### config.mk
export PLATFORM = sky130hd
export DESIGN_NAME = mem_request_arbiter
export DESIGN_NICKNAME = d
export VERILOG_FILES = /design/src/rtl/cpu_types_pkg.sv /design/src/rtl/mem_request_arbiter_watchdog_counter.sv /design/src/rtl/mem_request_arbiter.sv
export SDC_FILE = /design/constraint.sdc
export NUM_CORES = 1
export LEC_CHECK = 0
export CAP_MARGIN = 30
export CORE_AREA = 2 2 104 106
export DETAILED_ROUTE_END_ITERATION = 10
export DIE_AREA = 0 0 106 108
export SLEW_MARGIN = 25
export SYNTH_ARGS = -nofsm -noshare
export SYNTH_HDL_FRONTEND = slang
export SYNTH_SLANG_ARGS = --single-unit
### constraint.sdc
create_clock -name CLK -period 4.29 [get_ports CLK]
set_input_delay 0.858 -clock CLK [delete_from_list [all_inputs] [get_ports CLK]]
set_output_delay 0.858 -clock CLK [all_outputs]
set_load 0.03 [all_outputs]
### src/rtl/cpu_types_pkg.sv
// Shared datapath types plus the memory arbiter's state and grant encodings.
package cpu_types_pkg;

  typedef logic [31:0] word_t;

  typedef enum logic [1:0] {
    IDLE = 2'd0,
    IGNT = 2'd1,
    DGNT = 2'd2
  } arb_state_t;

  typedef enum logic {
    INSTR = 1'b0,
    DATA  = 1'b1
  } grant_t;

endpackage

### src/rtl/mem_request_arbiter_watchdog_counter.sv
// Grant watchdog: counts grant cycles without ramready and flags the last allowed cycle.
module watchdog_counter #(
  parameter int unsigned TIMEOUT = 16
) (
  input  logic clk_i,
  input  logic rst_i,
  input  logic clear_i,
  input  logic enable_i,
  output logic expired_o
);

  localparam int unsigned CNT_W = $clog2(TIMEOUT);

  logic [CNT_W-1:0] cnt_q;
  logic [CNT_W-1:0] cnt_d;

  always_comb begin
    cnt_d = cnt_q;
    if (clear_i) begin
      cnt_d = '0;
    end else if (enable_i) begin
      cnt_d = cnt_q + 1'b1;
    end
  end

  always_ff @(posedge clk_i) begin
    if (rst_i) begin
      cnt_q <= '0;
    end else begin
      cnt_q <= cnt_d;
    end
  end

  assign expired_o = (cnt_q == CNT_W'(TIMEOUT - 1));

endmodule

### src/rtl/mem_request_arbiter.sv
// Shares the single RAM port between instruction fetch and data access with
// round-robin arbitration, halt gating of fetches and a watchdog abort.
module mem_request_arbiter
  import cpu_types_pkg::*;
#(
  parameter int unsigned TIMEOUT = 16
) (
  input  logic  CLK,
  input  logic  RST,
  input  logic  iREN,
  input  word_t iaddr,
  input  logic  dREN,
  input  logic  dWEN,
  input  word_t daddr,
  input  word_t dstore,
  input  logic  halt,
  input  word_t ramload,
  input  logic  ramready,
  output logic  ihit,
  output logic  dhit,
  output word_t iload,
  output word_t dload,
  output logic  ramREN,
  output logic  ramWEN,
  output word_t ramaddr,
  output word_t ramstore,
  output logic  err
);

  arb_state_t state_q, state_d;
  grant_t     last_q, last_d;
  logic       err_q, err_d;
  logic       d_req;
  logic       expired;

  assign d_req = dREN | dWEN;

  // Counter is held clear while idle, so it starts at zero on every grant entry.
  watchdog_counter #(
    .TIMEOUT(TIMEOUT)
  ) u_watchdog (
    .clk_i    (CLK),
    .rst_i    (RST),
    .clear_i  (state_q == IDLE),
    .enable_i ((state_q != IDLE) && !ramready),
    .expired_o(expired)
  );

  always_comb begin
    state_d  = state_q;
    last_d   = last_q;
    err_d    = err_q;
    ihit     = 1'b0;
    dhit     = 1'b0;
    iload    = '0;
    dload    = '0;
    ramREN   = 1'b0;
    ramWEN   = 1'b0;
    ramaddr  = '0;
    ramstore = '0;
    unique case (state_q)
      IDLE: begin
        if (d_req && (!iREN || halt || last_q == INSTR)) begin
          state_d = DGNT;
        end else if (iREN && !halt) begin
          state_d = IGNT;
        end
      end
      IGNT: begin
        ramaddr = iaddr;
        if (!iREN) begin
          state_d = IDLE;
        end else begin
          ramREN = 1'b1;
          if (ramready) begin
            ihit    = 1'b1;
            iload   = ramload;
            last_d  = INSTR;
            state_d = IDLE;
          end else if (expired) begin
            err_d   = 1'b1;
            state_d = IDLE;
          end
        end
      end
      DGNT: begin
        ramaddr  = daddr;
        ramstore = dstore;
        if (!d_req) begin
          state_d = IDLE;
        end else begin
          ramWEN = dWEN;
          ramREN = dREN & ~dWEN;
          if (ramready) begin
            dhit    = 1'b1;
            dload   = dWEN ? '0 : ramload;
            last_d  = DATA;
            state_d = IDLE;
          end else if (expired) begin
            err_d   = 1'b1;
            state_d = IDLE;
          end
        end
      end
      default: state_d = IDLE;
    endcase
  end

  always_ff @(posedge CLK) begin
    if (RST) begin
      state_q <= IDLE;
      last_q  <= INSTR;
      err_q   <= 1'b0;
    end else begin
      state_q <= state_d;
      last_q  <= last_d;
      err_q   <= err_d;
    end
  end

  assign err = err_q;

endmodule

==> results of run 1 <==
cells by family (layout without fill, tap and decap cells):
| logic type | count (synthesis) | in the layout | synth area share [%] |
|---|---|---|---|
| AO/OA/AOI/OAI | 43 | 43 | 19.5 |
| XOR/XNOR | 3 | 3 | 1.57 |
| adder cells (fa/ha/maj) | 5 | 5 | 3.73 |
| buffers and inverters | 24 | 277 | 6.42 |
| flip-flops | 8 | 8 | 9.55 |
| multiplexers | 1 | 1 | 0.597 |
| AND/OR/NAND/NOR | 157 | 157 | 58.7 |
registers in the layout, indices dropped and copies added (netlist names):
name              flops
u_watchdog.cnt_q      4
state_q               2
err                   1
last_q                1
per-layer routing:
metal | up-vias | part of all wire [%] | routed length [µm] | track usage (%)
li1 | 1315 | - | - | -
met5 | - | 0 | 0 | 0
met2 | 166 | 53 | 5060 | 30.5
met4 | 0 | 0.90 | 86 | 2.82
met1 | 1177 | 36 | 3440 | 16.3
met3 | 10 | 10 | 960 | 4.94
synth_stat cells, drive strengths merged (2+ instances only):
master and n:
xor2 2, buf 9, and2 97, ha 5, a22oi 32, o21ai 2
nor2 4, nor3 7, nor2b 33, nand2b 4, a41oi 2, clkbuf 12
and3 2, dfxtp 8, nand2 3, inv 3
critical path, cell delays in order:
cell	delay, ns
clkdlybuf4s50_1	0.69
and3_2	0.55
and2_1	0.22
clkdlybuf4s50_1	0.67
report_power, final:
group | internal [mW] | total, mW | switching [mW]
combinational | 0.404 | 0.844 | 0.440
clock | 0.0607 | 0.0895 | 0.0288
sequential | 0.0813 | 0.0881 | 0.00679
total | 0.546 | 1.02 | 0.475
worst paths after layout:
| kind | cells after the start | end | from |
|---|---|---|---|
| setup / recovery | 4 | dload[7] | ramready |
| hold / removal | 2 | err | err |
| setup reg to reg | 6 | last_q | state_q[0] |
| hold reg to reg | 2 | err | err |
area by class of cell:
class / count / area (µm²)
Fill cell: 1011 / 5730
Timing Repair Buffer: 271 / 2700
Multi-Input combinational cell: 209 / 1410
Clock buffer: 3 / 41.3
Tap cell: 136 / 170
Inverter: 3 / 11.3
Sequential cell: 8 / 160
stage by stage:
stage	cells	instance area, µm²
final	630	4500
after global routing	630	4500
after CTS	630	4500
after detailed placement	627	4460
after global placement	627	4460
after floorplan	241	1680
cell usage in the layout, fill, tap and decap left out, drive strengths merged:
cell,count
a211o,1
a211oi,1
a21boi,1
a21oi,1
a22oi,32
a32oi,1
a41oi,2
and2,97
and2b,1
and3,2
and4b,1
buf,4
clkbuf,3
clkdlybuf4s50,267
dfxtp,8
ha,5
inv,3
mux2i,1
nand2,3
nand2b,4
nand4b,1
nor2,4
nor2b,33
nor3,7
nor3b,1
nor4bb,1
o21ai,2
o21bai,1
o2bb2ai,1
or3,1
or3b,1
xnor2,1
xor2,2
==> metrics, run 1 <==
status=finished, final reports clean; RSZ-0062 raised after global routing=false; CP max FO=32; sequential fraction of the synthesis area=approximately a tenth; Post-DRT Antenna Nets=0; post-place setup slack=0.410 ns; clock latency on the worst-skew pair=~0.23 ns; DRC errors left=0; Leakage=1.61 nW; FMAX=between 0.2 and 0.3 GHz; post-route setup TNS=0 ns; Overall Global Routing Usage=15.5%; Vias=2668; Synth async-reset ratio=0%; Final Net Count=636; GP Congestion=0.792; CTS Hold Bufs=0; min Tclk post-route=3.86 ns; Crit path arrival time=3.00 ns; Post-Syn Nets=381; Fin. Hold Viols=0; Clock Path Buffers=2; MaxCap Viol Count=0; Layout Utilization=44.0%; yosys warns=0; Total Die Area=between 10000 and 15000 µm²; drt pass-1 iters=4; Worst Path Required=between 3 and 4 ns; area leader, netlist=and2_1; hpwl dp=about 8000 µm; PnR worst setup slack=0.435 ns; clk_skew=0.00353 ns; R2R setup slack=approximately 2.3 ns; Root Driver=clkbuf_8; clock slew at reported path FFs=approximately 0.040 ns; Synth area leaders=and2_1 36%, a22oi_1 14%, nor2b_1 12%; Final Setup Violations=0; Final Max Tran Viols=0; post-CTS sizing=0; Post-Route WL=9550 µm; top_reg_cell synth=dfxtp_1; setup repair bufs after CTS=0; initial core utilization=16.4%; io pins=268; IO buf count=267; Iteration-0 DRC Markers=about 150; largest net degree at the start of global routing=a little under 70; share of the synthesized area in the top cell type=36.2%; Synth Register Bits=8; initial antenna violation count=1; fin crit share=89.9%; WHS=0.489 ns; post-synthesis cell count=241; critical path class=in -> out; # rows=37; HP Class=reg -> reg; Power Total=1.02 mW; Post-synth EDFFs=0; area delta synth->final=168%; CTS tree=built; Netlist cell types=34; Critical Path Start Type=input pin; CP endpoint kind=primary output; pwr/cell area=approximately 230 nW/µm²; Tightest Pin Transition=0.601 ns; first-pass GRT wire length=between 10000 and 15000 µm; Num CTS Buffers=3; Mapped Area=approximately 1700 µm²; vias in the first global route=2757; chip height=~110 µm; Chip Width=between 100 and 150 µm; VDD IR max=0.118 mV; Vias per Instance=4.23; max_slew headroom=60.0%; core area=a little over 10000 µm²; global route overflow=0; number of inserted diodes=0; routed len/inst=15.2 µm; layout cells sized above 1=slightly above 3%; H-tree levels=1; CTS Sinks=8; Avg Cell Area, Syn=slightly below 7 µm²
Note: power is estimated with default switching activity, not from simulation.
==> run 2: changes to the inputs <==
ABC_AREA = 1   (was unset)
CORE_AREA = 2 2 105 107   (was 2 2 104 106)
DIE_AREA = 0 0 107 109   (was 0 0 106 108)
==> metrics, run 2 <==
WHS Endpoint=err; Vias=2980 (+12%); status=finished, final reports clean; min Tclk post-route=3.71 ns (-0.143 ns); Most flops, register=u_watchdog.cnt_q; initial antenna violation count=0 (-1); Post-Route WL=9060 µm (-5.1%); number of flip-flops in the largest register=4 (unchanged); Synth top cells by count=114 x nand2_1, 79 x inv_1, 74 x nor2_1; Root Driver=clkbuf_8; Power Total=686 µW (-33%); critical path class=in -> out; Total Die Area=11700 µm² (+1.9%); Crit path arrival time=2.85 ns (-0.15 ns); initial core utilization=15.9% (-0.48 points); Post-DRT Antenna Nets=0 (unchanged); Final Net Count=757 (+19%); global route overflow=0 (unchanged); CP endpoint kind=primary output; CTS tree=built; FMAX=0.269 GHz (+3.9%); largest net degree at the start of global routing=53 (-23%); post-route setup TNS=0 ns (unchanged); setup repair bufs after CTS=0 (unchanged); Synth Register Bits=8 (unchanged); RSZ-0062 raised after global routing=false; Chip Width=107 µm (+0.94%); pwr/cell area=153 nW/µm² (-33%); Layout Utilization=42.4% (-1.5 points); area leader, netlist=nand2_1; Netlist cell types=21 (-38%); CTS Hold Bufs=0 (unchanged); Synth async-reset ratio=0% (unchanged); most frequent cell after synthesis=nand2_1; # rows=38 (+2.7%); chip height=109 µm (+0.93%); Post-Syn Nets=502 (+32%); vias in the first global route=2641 (-4.2%); yosys warns=0 (unchanged); Fin. Hold Viols=0 (unchanged); Leakage=2.01 nW (+25%); Worst Path Required=3.43 ns (about the same); post-CTS sizing=0 (unchanged); Synth area leaders=nand2_1 25%, inv_1 18%, nor2_1 16%; layout cells sized above 1=2.11% (-0.92 points); clock latency on the worst-skew pair=0.23 ns (about the same); clk_skew=0.00145 ns (-0.00208 ns); CTS Sinks=8 (unchanged); Final Setup Violations=0 (unchanged); hold path cells=2 (unchanged); Num CTS Buffers=3 (unchanged); Tightest Pin Transition=0.593 ns (-0.00786 ns); Final Max Tran Viols=0 (unchanged); area delta synth->final=167%; Overall Global Routing Usage=13.6% (-2.0 points); share of the synthesized area in the top cell type=25.4% (-11 points); CP max FO=32 (unchanged); Iteration-0 DRC Markers=147 (-3.3%); Vias per Instance=3.95 (-6.8%); first-pass GRT wire length=12700 µm (-11%); post-synthesis cell count=362 (+50%); Largest regs=u_watchdog.cnt_q: 4 flops, state_q: 2 flops; Mapped Area=1690 µm² (+0.60%); Clock Path Buffers=2 (unchanged); core area=10600 µm² (+3.6%); DRC errors left=0 (unchanged); MaxCap Viol Count=0 (unchanged); fin crit share=86.5% (-3.3 points); # fillers=1112 (+10%); most frequent cells in the layout=267 x clkdlybuf4s50_1, 114 x nand2_1, 79 x inv_1; io pins=268 (unchanged); reg2reg start=state_q[0]; R2R setup slack=2.43 ns (+0.09 ns); Hold Startpoint=err; hpwl dp=7790 µm (-2.6%); top_reg_cell synth=dfxtp_1; R2R cell count=9 (+3); Worst R2R End=state_q[0]; VDD IR max=0.0880 mV (-26%); Post-synth EDFFs=0 (unchanged); max_slew headroom=60.3% (+0.38 points); drt pass-1 iters=4 (unchanged); most common cell after layout, fill and taps aside=clkdlybuf4s50_1; HP Class=reg -> reg; IO buf count=267 (unchanged); GP Congestion=0.853 (+7.6%); Avg Cell Area, Syn=4.66 µm² (-33%); Critical Path Start Type=input pin; clock slew at reported path FFs=0.04 ns (about the same); routed len/inst=12.0 µm (-21%); number of inserted diodes=0 (unchanged); H-tree levels=1 (unchanged); sequential fraction of the synthesis area=9.50% (-0.057 points)
## run 2: worst max-delay path: stages
cell and delay [ns]:
clkdlybuf4s50_1 0.47, nand2_1 0.10, nor2_2 0.15, nand2_2 0.34, nor2_1 0.22, clkdlybuf4s50_1 0.70
## run 2: metrics by stage
stage,setup slack (ns),cells,instance area (µm²),hold slack (ns)
2_1_floorplan,1.62,362,1690,0.433
3_3_place_gp,0.596,751,4430,0.440
3_5_place_dp,0.579,752,4460,0.447
4_1_cts,0.579,755,4500,0.451
5_1_grt,0.384,755,4500,0.466
6_report,0.578,755,4500,0.448
## run 2: layout make-up
cell class | instances | area [µm²] | area share [%]
Timing Repair Buffer | 270 | 2730 | 60.6
Inverter | 81 | 304 | 6.76
Sequential cell | 8 | 160 | 3.56
Tap cell | 140 | 175 | 3.89
Clock buffer | 3 | 41.3 | 0.918
Multi-Input combinational cell | 253 | 1090 | 24.2
## run 2: worst max path at each step
stage	from	endpoint	slack, ns	cells past startpoint
after CTS	dREN	dload[27]	0.58	6
after floorplan	iREN	iload[10]	1.62	5
after global placement	ramready	iload[15]	0.60	6
after detailed placement	ramready	iload[15]	0.58	6
final	dREN	dload[4]	0.58	6
after global routing	dREN	dload[16]	0.38	6
## run 2: power by group
group          internal (mW)  switching [mW]  total (mW)
clock network         0.0610          0.0319      0.0929
registers             0.0788         0.00364      0.0824
logic                  0.244           0.267       0.511
## run 2: layer usage
layer,wire length [µm],GRT usage [%],vias up
met3,1050,5.14,4
met5,0,0,-
met1,3210,13.2,1257
li1,-,-,1550
met2,4760,27.5,169
met4,47,1.95,0
## run 2: kinds of logic (layout without fill, tap and decap cells)
family                   count (synthesis)  after routing  share of synthesized area, %
AND/OR/NAND/NOR                        202            202                          46.9
buffers and inverters                  101            354                          26.0
AO/OA/AOI/OAI                           45             45                          13.4
adder cells (fa/ha/maj)                  5              5                          3.71
flip-flops                               8              8                          9.50
XOR/XNOR                                 1              1                         0.519
